==> config.mk <==
export PLATFORM = sky130hd
export DESIGN_NAME = mem_arbiter_flat
export DESIGN_NICKNAME = d
export VERILOG_FILES = /design/src/rtl/mem_arbiter_if.sv /design/src/rtl/mem_arbiter.sv /design/src/flat_wrapper.sv
export SDC_FILE = /design/constraint.sdc
export NUM_CORES = 1
export LEC_CHECK = 0
export CAP_MARGIN = 30
export CORE_MARGIN = 4
export CORE_UTILIZATION = 36
export CTS_CLUSTER_DIAMETER = 50
export CTS_CLUSTER_SIZE = 24
export DETAILED_ROUTE_END_ITERATION = 6
export GPL_ROUTABILITY_DRIVEN = 0
export PLACE_DENSITY = 0.86
export SKIP_LAST_GASP = 1
export SLEW_MARGIN = 20
export SYNTH_ARGS = -nofsm -noshare
export SYNTH_HDL_FRONTEND = slang
export SYNTH_SLANG_ARGS = --single-unit
==> constraint.sdc <==
create_clock -name clk -period 5.45 [get_ports clk]
set_input_delay 0.545 -clock clk [delete_from_list [all_inputs] [get_ports clk]]
set_output_delay 0.545 -clock clk [all_outputs]
set_load 0.01 [all_outputs]
==> src/rtl/mem_arbiter_if.sv <==
// Bundle of the fetch, LSQ and memory-port signals around mem_arbiter.
// The arbiter connects through the slave modport; the environment uses master.
interface mem_arbiter_if #(
    parameter int width = 32
);
    logic                 flush;
    logic                 i_read;
    logic [width-1:0]     i_addr;
    logic [width-1:0]     i_rdata;
    logic                 i_resp;
    logic                 d_read;
    logic                 d_write;
    logic [width-1:0]     d_addr;
    logic [width-1:0]     d_wdata;
    logic [width/8-1:0]   d_byte_enable;
    logic [width-1:0]     d_rdata;
    logic                 d_resp;
    logic                 mem_resp;
    logic [width-1:0]     mem_rdata;
    logic                 mem_read;
    logic                 mem_write;
    logic [width/8-1:0]   mem_byte_enable;
    logic [width-1:0]     mem_address;
    logic [width-1:0]     mem_wdata;

    modport slave (
        input  flush, i_read, i_addr, d_read, d_write, d_addr, d_wdata, d_byte_enable,
               mem_resp, mem_rdata,
        output i_rdata, i_resp, d_rdata, d_resp,
               mem_read, mem_write, mem_byte_enable, mem_address, mem_wdata
    );

    modport master (
        output flush, i_read, i_addr, d_read, d_write, d_addr, d_wdata, d_byte_enable,
               mem_resp, mem_rdata,
        input  i_rdata, i_resp, d_rdata, d_resp,
               mem_read, mem_write, mem_byte_enable, mem_address, mem_wdata
    );
endinterface

==> src/rtl/mem_arbiter.sv <==
// Shares one memory port between the instruction fetcher and the LSQ; data wins by default.
// Optional macro MEM_ARB_STARVE_GUARD_EN forces a fetch grant after STARVE_LIMIT data grants.
module mem_arbiter #(
    parameter int width        = 32,
    parameter int STARVE_LIMIT = 4
) (
    input  logic                 clk,
    input  logic                 rst,
    mem_arbiter_if.slave         bus,
    output logic [1:0]           state_o
);

    // Handshake: a requester holds its request until its one-cycle resp pulse;
    // memory holds nothing, the strobe stays high until the cycle mem_resp=1.

    typedef enum logic [1:0] {
        IDLE   = 2'd0,
        IFETCH = 2'd1,
        DATA   = 2'd2,
        IDROP  = 2'd3
    } state_e;

    state_e               state_q, state_d;
    logic [width-1:0]     addr_q;
    logic [width-1:0]     wdata_q;
    logic [width/8-1:0]   mask_q;
    logic                 mem_read_q;
    logic                 mem_write_q;

    logic                 idle;
    logic                 d_req;
    logic                 i_ok;
    logic                 grant_d;
    logic                 grant_i;
    logic                 i_done;
    logic                 d_done;

    if (STARVE_LIMIT < 1) begin : g_bad_limit
        $error("mem_arbiter: STARVE_LIMIT must be at least 1");
    end

    assign idle  = (state_q == IDLE);
    assign d_req = bus.d_read | bus.d_write;
    assign i_ok  = bus.i_read & ~bus.flush;

`ifdef MEM_ARB_STARVE_GUARD_EN
    localparam int CW = $clog2(STARVE_LIMIT + 1);

    logic [CW-1:0] starve_q, starve_d;
    logic          starved;

    assign starved = (starve_q == CW'(STARVE_LIMIT));
    assign grant_i = idle & i_ok & (~d_req | starved);
    assign grant_d = idle & d_req & ~grant_i;

    // Saturates at the limit so a flushed fetch cannot wrap the count.
    always_comb begin
        starve_d = starve_q;
        if (grant_i) begin
            starve_d = '0;
        end else if (grant_d && bus.i_read && !starved) begin
            starve_d = starve_q + CW'(1);
        end
    end

    always_ff @(posedge clk or posedge rst) begin
        if (rst) begin
            starve_q <= '0;
        end else begin
            starve_q <= starve_d;
        end
    end
`else
    assign grant_d = idle & d_req;
    assign grant_i = idle & i_ok & ~d_req;
`endif

    assign i_done = (state_q == IFETCH) & bus.mem_resp & ~bus.flush;
    assign d_done = (state_q == DATA) & bus.mem_resp;

    always_comb begin
        state_d = state_q;
        case (state_q)
            IDLE: begin
                if (grant_d) begin
                    state_d = DATA;
                end else if (grant_i) begin
                    state_d = IFETCH;
                end
            end
            IFETCH: begin
                if (bus.mem_resp) begin
                    state_d = IDLE;
                end else if (bus.flush) begin
                    state_d = IDROP;
                end
            end
            DATA, IDROP: begin
                if (bus.mem_resp) begin
                    state_d = IDLE;
                end
            end
            default: state_d = IDLE;
        endcase
    end

    // Fetches carry no byte mask; loads present a full-word mask.
    always_ff @(posedge clk or posedge rst) begin
        if (rst) begin
            state_q     <= IDLE;
            addr_q      <= '0;
            wdata_q     <= '0;
            mask_q      <= '0;
            mem_read_q  <= 1'b0;
            mem_write_q <= 1'b0;
        end else begin
            state_q <= state_d;
            if (grant_d) begin
                addr_q      <= bus.d_addr;
                wdata_q     <= bus.d_wdata;
                mask_q      <= bus.d_write ? bus.d_byte_enable : '1;
                mem_read_q  <= ~bus.d_write;
                mem_write_q <= bus.d_write;
            end else if (grant_i) begin
                addr_q      <= bus.i_addr;
                mask_q      <= '0;
                mem_read_q  <= 1'b1;
                mem_write_q <= 1'b0;
            end else if (!idle && bus.mem_resp) begin
                mem_read_q  <= 1'b0;
                mem_write_q <= 1'b0;
            end
        end
    end

    assign bus.mem_read        = mem_read_q;
    assign bus.mem_write       = mem_write_q;
    assign bus.mem_address     = addr_q;
    assign bus.mem_wdata       = wdata_q;
    assign bus.mem_byte_enable = mask_q;

    assign bus.i_resp  = i_done;
    assign bus.d_resp  = d_done;
    assign bus.i_rdata = i_done ? bus.mem_rdata : '0;
    assign bus.d_rdata = d_done ? bus.mem_rdata : '0;

    assign state_o = state_q;

endmodule

==> src/flat_wrapper.sv <==
// flat-port wrapper written by rule: the top's interface ports become plain ports
module mem_arbiter_flat 
#(
    parameter int width        = 32,
    parameter int STARVE_LIMIT = 4
)
  (clk, rst, state_o, bus_flush, bus_i_read, bus_i_addr, bus_d_read, bus_d_write, bus_d_addr, bus_d_wdata, bus_d_byte_enable, bus_mem_resp, bus_mem_rdata, bus_i_rdata, bus_i_resp, bus_d_rdata, bus_d_resp, bus_mem_read, bus_mem_write, bus_mem_byte_enable, bus_mem_address, bus_mem_wdata);
  mem_arbiter_if #(.width(width)) bus_i ();
  input  logic clk;
  input  logic rst;
  output logic [1:0] state_o;
  input wire logic [$bits(bus_i.flush)-1:0] bus_flush;
  input wire logic [$bits(bus_i.i_read)-1:0] bus_i_read;
  input wire logic [$bits(bus_i.i_addr)-1:0] bus_i_addr;
  input wire logic [$bits(bus_i.d_read)-1:0] bus_d_read;
  input wire logic [$bits(bus_i.d_write)-1:0] bus_d_write;
  input wire logic [$bits(bus_i.d_addr)-1:0] bus_d_addr;
  input wire logic [$bits(bus_i.d_wdata)-1:0] bus_d_wdata;
  input wire logic [$bits(bus_i.d_byte_enable)-1:0] bus_d_byte_enable;
  input wire logic [$bits(bus_i.mem_resp)-1:0] bus_mem_resp;
  input wire logic [$bits(bus_i.mem_rdata)-1:0] bus_mem_rdata;
  output wire logic [$bits(bus_i.i_rdata)-1:0] bus_i_rdata;
  output wire logic [$bits(bus_i.i_resp)-1:0] bus_i_resp;
  output wire logic [$bits(bus_i.d_rdata)-1:0] bus_d_rdata;
  output wire logic [$bits(bus_i.d_resp)-1:0] bus_d_resp;
  output wire logic [$bits(bus_i.mem_read)-1:0] bus_mem_read;
  output wire logic [$bits(bus_i.mem_write)-1:0] bus_mem_write;
  output wire logic [$bits(bus_i.mem_byte_enable)-1:0] bus_mem_byte_enable;
  output wire logic [$bits(bus_i.mem_address)-1:0] bus_mem_address;
  output wire logic [$bits(bus_i.mem_wdata)-1:0] bus_mem_wdata;
  assign bus_i.flush = bus_flush;
  assign bus_i.i_read = bus_i_read;
  assign bus_i.i_addr = bus_i_addr;
  assign bus_i.d_read = bus_d_read;
  assign bus_i.d_write = bus_d_write;
  assign bus_i.d_addr = bus_d_addr;
  assign bus_i.d_wdata = bus_d_wdata;
  assign bus_i.d_byte_enable = bus_d_byte_enable;
  assign bus_i.mem_resp = bus_mem_resp;
  assign bus_i.mem_rdata = bus_mem_rdata;
  assign bus_i_rdata = bus_i.i_rdata;
  assign bus_i_resp = bus_i.i_resp;
  assign bus_d_rdata = bus_i.d_rdata;
  assign bus_d_resp = bus_i.d_resp;
  assign bus_mem_read = bus_i.mem_read;
  assign bus_mem_write = bus_i.mem_write;
  assign bus_mem_byte_enable = bus_i.mem_byte_enable;
  assign bus_mem_address = bus_i.mem_address;
  assign bus_mem_wdata = bus_i.mem_wdata;
  mem_arbiter #(.width(width), .STARVE_LIMIT(STARVE_LIMIT)) u_core (.clk(clk), .rst(rst), .bus(bus_i), .state_o(state_o));
endmodule
==> out/results.txt <==
The flow ran to the end, and the final reports show no timing, DRC or antenna violations. The worst register-to-register path has a depth of 4. For this run, the detailed router's first-pass iteration total came to 4.

The signal on the critical path passes through clkdlybuf4s50_1, and3_1, and2_1, clkdlybuf4s50_1. The HPWL after detailed placement was 10.81 mm; the total routing resource utilization after global routing was 0.2365. The capture endpoint of the worst hold path is u_core.bus.mem_wdata[14].

The finished cells cover 6576 um2. Clock latency on the worst-skew pair, taken at its later pin, is 0.33 ns. The static leakage came out at 2.664 nW.

The number of setup buffers added after CTS is 0, and the required arrival time at the worst endpoint is 4.91 ns. The placed instances occupy a cell area of 6405 um2. From synthesis to final layout, the design area changed by 85.79%.

Based on the critical path, the design can be clocked at up to 311.9 MHz. The max-slew headroom at the worst pin came out at 0.4224. After detailed routing, the number of remaining DRC violations is 0. The flip-flop and latch count after synthesis came out at 72.

The transition time at the pin with the least slew margin was 0.8664 ns; the slack of the worst reg-to-reg path was 3.21 ns. Global routing finished with a remaining overflow of 0. In this run, CTS created clock tree buffers numbering 9. Fill cells in the final layout number 683. The maximum number of pins on one net before global-route repair is 47. The reg-to-reg critical path endpoint is u_core.bus.mem_wdata[24]. The number of top-level design ports is 277, and the final clock period utilization by the worst path is 0.5883.

The repair_antennas step left the layout with diodes totalling 0. The run gives 0.002695 W as the sum of internal, switching and leakage power. The vertical die dimension was 107.2 um; the post-synthesis instance area was 3540 um2.

The first global-routing pass estimated 21.02 mm of wire. The logs give 0 for the number of maximum-capacitance violations and 35 for the placement row count. STA classifies the critical path endpoint as a primary output. A synthesized cell averages 12.29 um2. On the final layout, the worst clock skew is 0.01293 ns. Post-CTS repair changed the size of 0 cells. Summing all flip-flop and latch instances after layout gives 1802 um2. The net count after synthesis is 427. The startpoint class of the critical path is an input pin.

Setup violations remaining at the end of the flow were counted as 0. The tree is rooted in a sky130_fd_sc_hd__clkbuf_8. The cell depth of the worst min-delay path was 1. For the peak ir drop on the vdd network, the log shows 0.1676 mV. The initial standard-cell utilization of the core came out at 0.3759.

The run gives 3776 as the number of global-route vias before repair. The library cell appearing most often on the critical path is sky130_fd_sc_hd__clkdlybuf4s50_1. The sink count of the clock tree is 72, and the power per cell area is 409.8 nW/um2. Using the TritonRoute via totals, the vias-per-cell ratio works out to 4.913.

The slowest stage of the critical path is the sky130_fd_sc_hd__and3_1 cell. The core region is 9415 um2. The run gives 0 as the initial antenna violation count. The peak fanout along the critical path was 33. Data on the critical path arrives at its endpoint at 2.66 ns.

The share of synthesized area occupied by flip-flops and latches is 0.5090. The overall die area is 11480 um2, and the maximum number of buffers from clock root to sink is 2. Buffers placed on the I/O ports in this run total 276. Yosys printed 0 warnings.

The total count of hold-check failures in the final report was 0. The number of buffers added to fix hold violations after cts came out at 0. The final layout contains routed wiring with a total length of 13.81 mm. Width of the die: 107.2 um.

The number of DRC violations after detailed-routing iteration 0 is 140. Setup repair after global routing left no endpoint under its margin. The fraction of final layout cells sized beyond drive strength 1 is 0.1586, and the minimum period implied by the final worst setup slack is 3.206 ns. Once detail routing completed, the nets flagged for antenna violations numbered 0. The setup total negative slack was 0 ns; the synthesized netlist cell count was 288. In the final routed layout, each cell accounts on average for 20.02 um. The maximum cell stage delay along the critical path works out to 0.76 ns.

In the final design database the tool counted 696 nets. The worst register-to-register path begins at u_core.state_o[0]. The worst hold path begins at u_core.bus.mem_wdata[14]. The worst hold path belongs to the class reg -> reg. In the final layout, the multi-input gates occupy 1587 um2. TritonCTS built the clock tree.

Clock-pin slew was measured on the worst setup and hold paths at 0.08 ns. The kind of critical path was in -> out. The H-tree was split into 3 levels. For the number of max-slew violations in the final report, the log shows 0. The synthesized netlist contains 27 unique library cells. For this block, the via count after detailed routing is 3390.
area by class of cell:
cell class              count  area share
multi-input cells         187      0.2412
clock inverters             5    0.005137
inverters                   6    0.003425
clock buffers              10     0.02093
flip-flops and latches     72      0.2740
repair buffers            281      0.4307
well taps                 129     0.02454
sequential cells by signal (all words and copies together), names as in the netlist:
name                        flops
u_core.bus.mem_address         32
u_core.bus.mem_wdata           32
u_core.bus.mem_byte_enable      4
u_core.state_o                  2
u_core.bus.mem_read             1
u_core.bus.mem_write            1
through the flow:
stage                     setup slack, ns  hold slack (ns)  utilization  cells
after floorplan                     3.080           0.5500            -    288
after global placement              2.334           0.4883       0.6752    673
after detailed placement            2.286           0.4922       0.6803    675
after CTS                           2.274           0.5113       0.6985    690
after global routing                2.128           0.5304       0.6985    690
final                               2.244           0.5076       0.6985    690
worst max-delay path: cells and delay by family:
kind / cells / cell delay (ns)
buffers and inverters: 2 / 1.11
AND/OR/NAND/NOR: 2 / 1.00
cell usage after synthesis (all sizes together):
library cell,instances,area share
a211oi,1,0.0021
o221a,32,0.10
mux2,32,0.13
or3,32,0.057
o21bai,2,0.0042
nor2b,4,0.0071
clkbuf,16,0.017
and2,64,0.11
nand2b,1,0.0018
nor2,3,0.0032
and3,2,0.0035
nand4,1,0.0018
or2,2,0.0035
buf,7,0.022
o21ai,3,0.0042
o211ai,1,0.0021
o22ai,4,0.0071
dfrtp,72,0.51
inv,6,0.0064
a21oi,2,0.0039
nand2,1,0.0011
layer usage:
layer  up-vias  track usage  part of all wire
met5         -            0                 0
met4         0      0.05297             0.018
met3        19      0.07887             0.084
met2       179       0.4303              0.52
met1      1621       0.2666              0.38
li1       1571            -                 -
worst max-delay path by stage:
stage                 startpoint                        end  slack, ns
floorplan                    rst  u_core.bus.mem_address[0]       3.08
global placement    bus_mem_resp            bus_d_rdata[26]       2.33
detailed placement     bus_flush            bus_i_rdata[22]       2.29
CTS                    bus_flush            bus_i_rdata[22]       2.27
global route           bus_flush            bus_i_rdata[22]       2.13
finish              bus_mem_resp            bus_d_rdata[21]       2.24
power breakdown:
| group | leakage (nW) | switching [W] | internal [W] | total [W] |
|---|---|---|---|---|
| clock network | 0.0841 | 0.000198 | 0.000174 | 0.000372 |
| registers | 0.823 | 0.000148 | 0.000778 | 0.000927 |
| logic | 1.76 | 0.000516 | 0.000880 | 0.00140 |
| total | 2.66 | 0.000862 | 0.00183 | 0.00270 |
layout by cell type (no fill, tap or decap):
cell type                         count
sky130_fd_sc_hd__and3_1               2
sky130_fd_sc_hd__or3_1               32
sky130_fd_sc_hd__nor2_1               2
sky130_fd_sc_hd__dfrtp_1             72
sky130_fd_sc_hd__and2_1              64
sky130_fd_sc_hd__nor2b_1              4
sky130_fd_sc_hd__buf_16               1
sky130_fd_sc_hd__nand2_1              1
sky130_fd_sc_hd__clkinvlp_4           2
sky130_fd_sc_hd__nor2_2               1
sky130_fd_sc_hd__buf_12               1
sky130_fd_sc_hd__o22ai_1              4
sky130_fd_sc_hd__inv_1                5
sky130_fd_sc_hd__a211oi_1             1
sky130_fd_sc_hd__buf_4                3
sky130_fd_sc_hd__clkinv_4             1
sky130_fd_sc_hd__o221a_2             32
sky130_fd_sc_hd__clkdlybuf4s50_1    276
sky130_fd_sc_hd__mux2_2               7
sky130_fd_sc_hd__mux2_4              25
sky130_fd_sc_hd__o211ai_1             1
sky130_fd_sc_hd__nand4_1              1
sky130_fd_sc_hd__a21oi_4              1
sky130_fd_sc_hd__clkbuf_8            10
sky130_fd_sc_hd__o21bai_1             2
sky130_fd_sc_hd__or2_2                2
sky130_fd_sc_hd__clkinv_2             2
sky130_fd_sc_hd__inv_2                1
sky130_fd_sc_hd__nand2b_1             1
sky130_fd_sc_hd__o21ai_0              3
sky130_fd_sc_hd__a21oi_1              1
cell families after synthesis:
logic type | after synthesis | synth area share
flip-flops | 72 | 0.5090
multiplexers | 32 | 0.1283
buffers and inverters | 29 | 0.04559
AND/OR/NAND/NOR | 110 | 0.1916
AO/OA/AOI/OAI | 45 | 0.1255
Power figures use the tool's default switching activity.
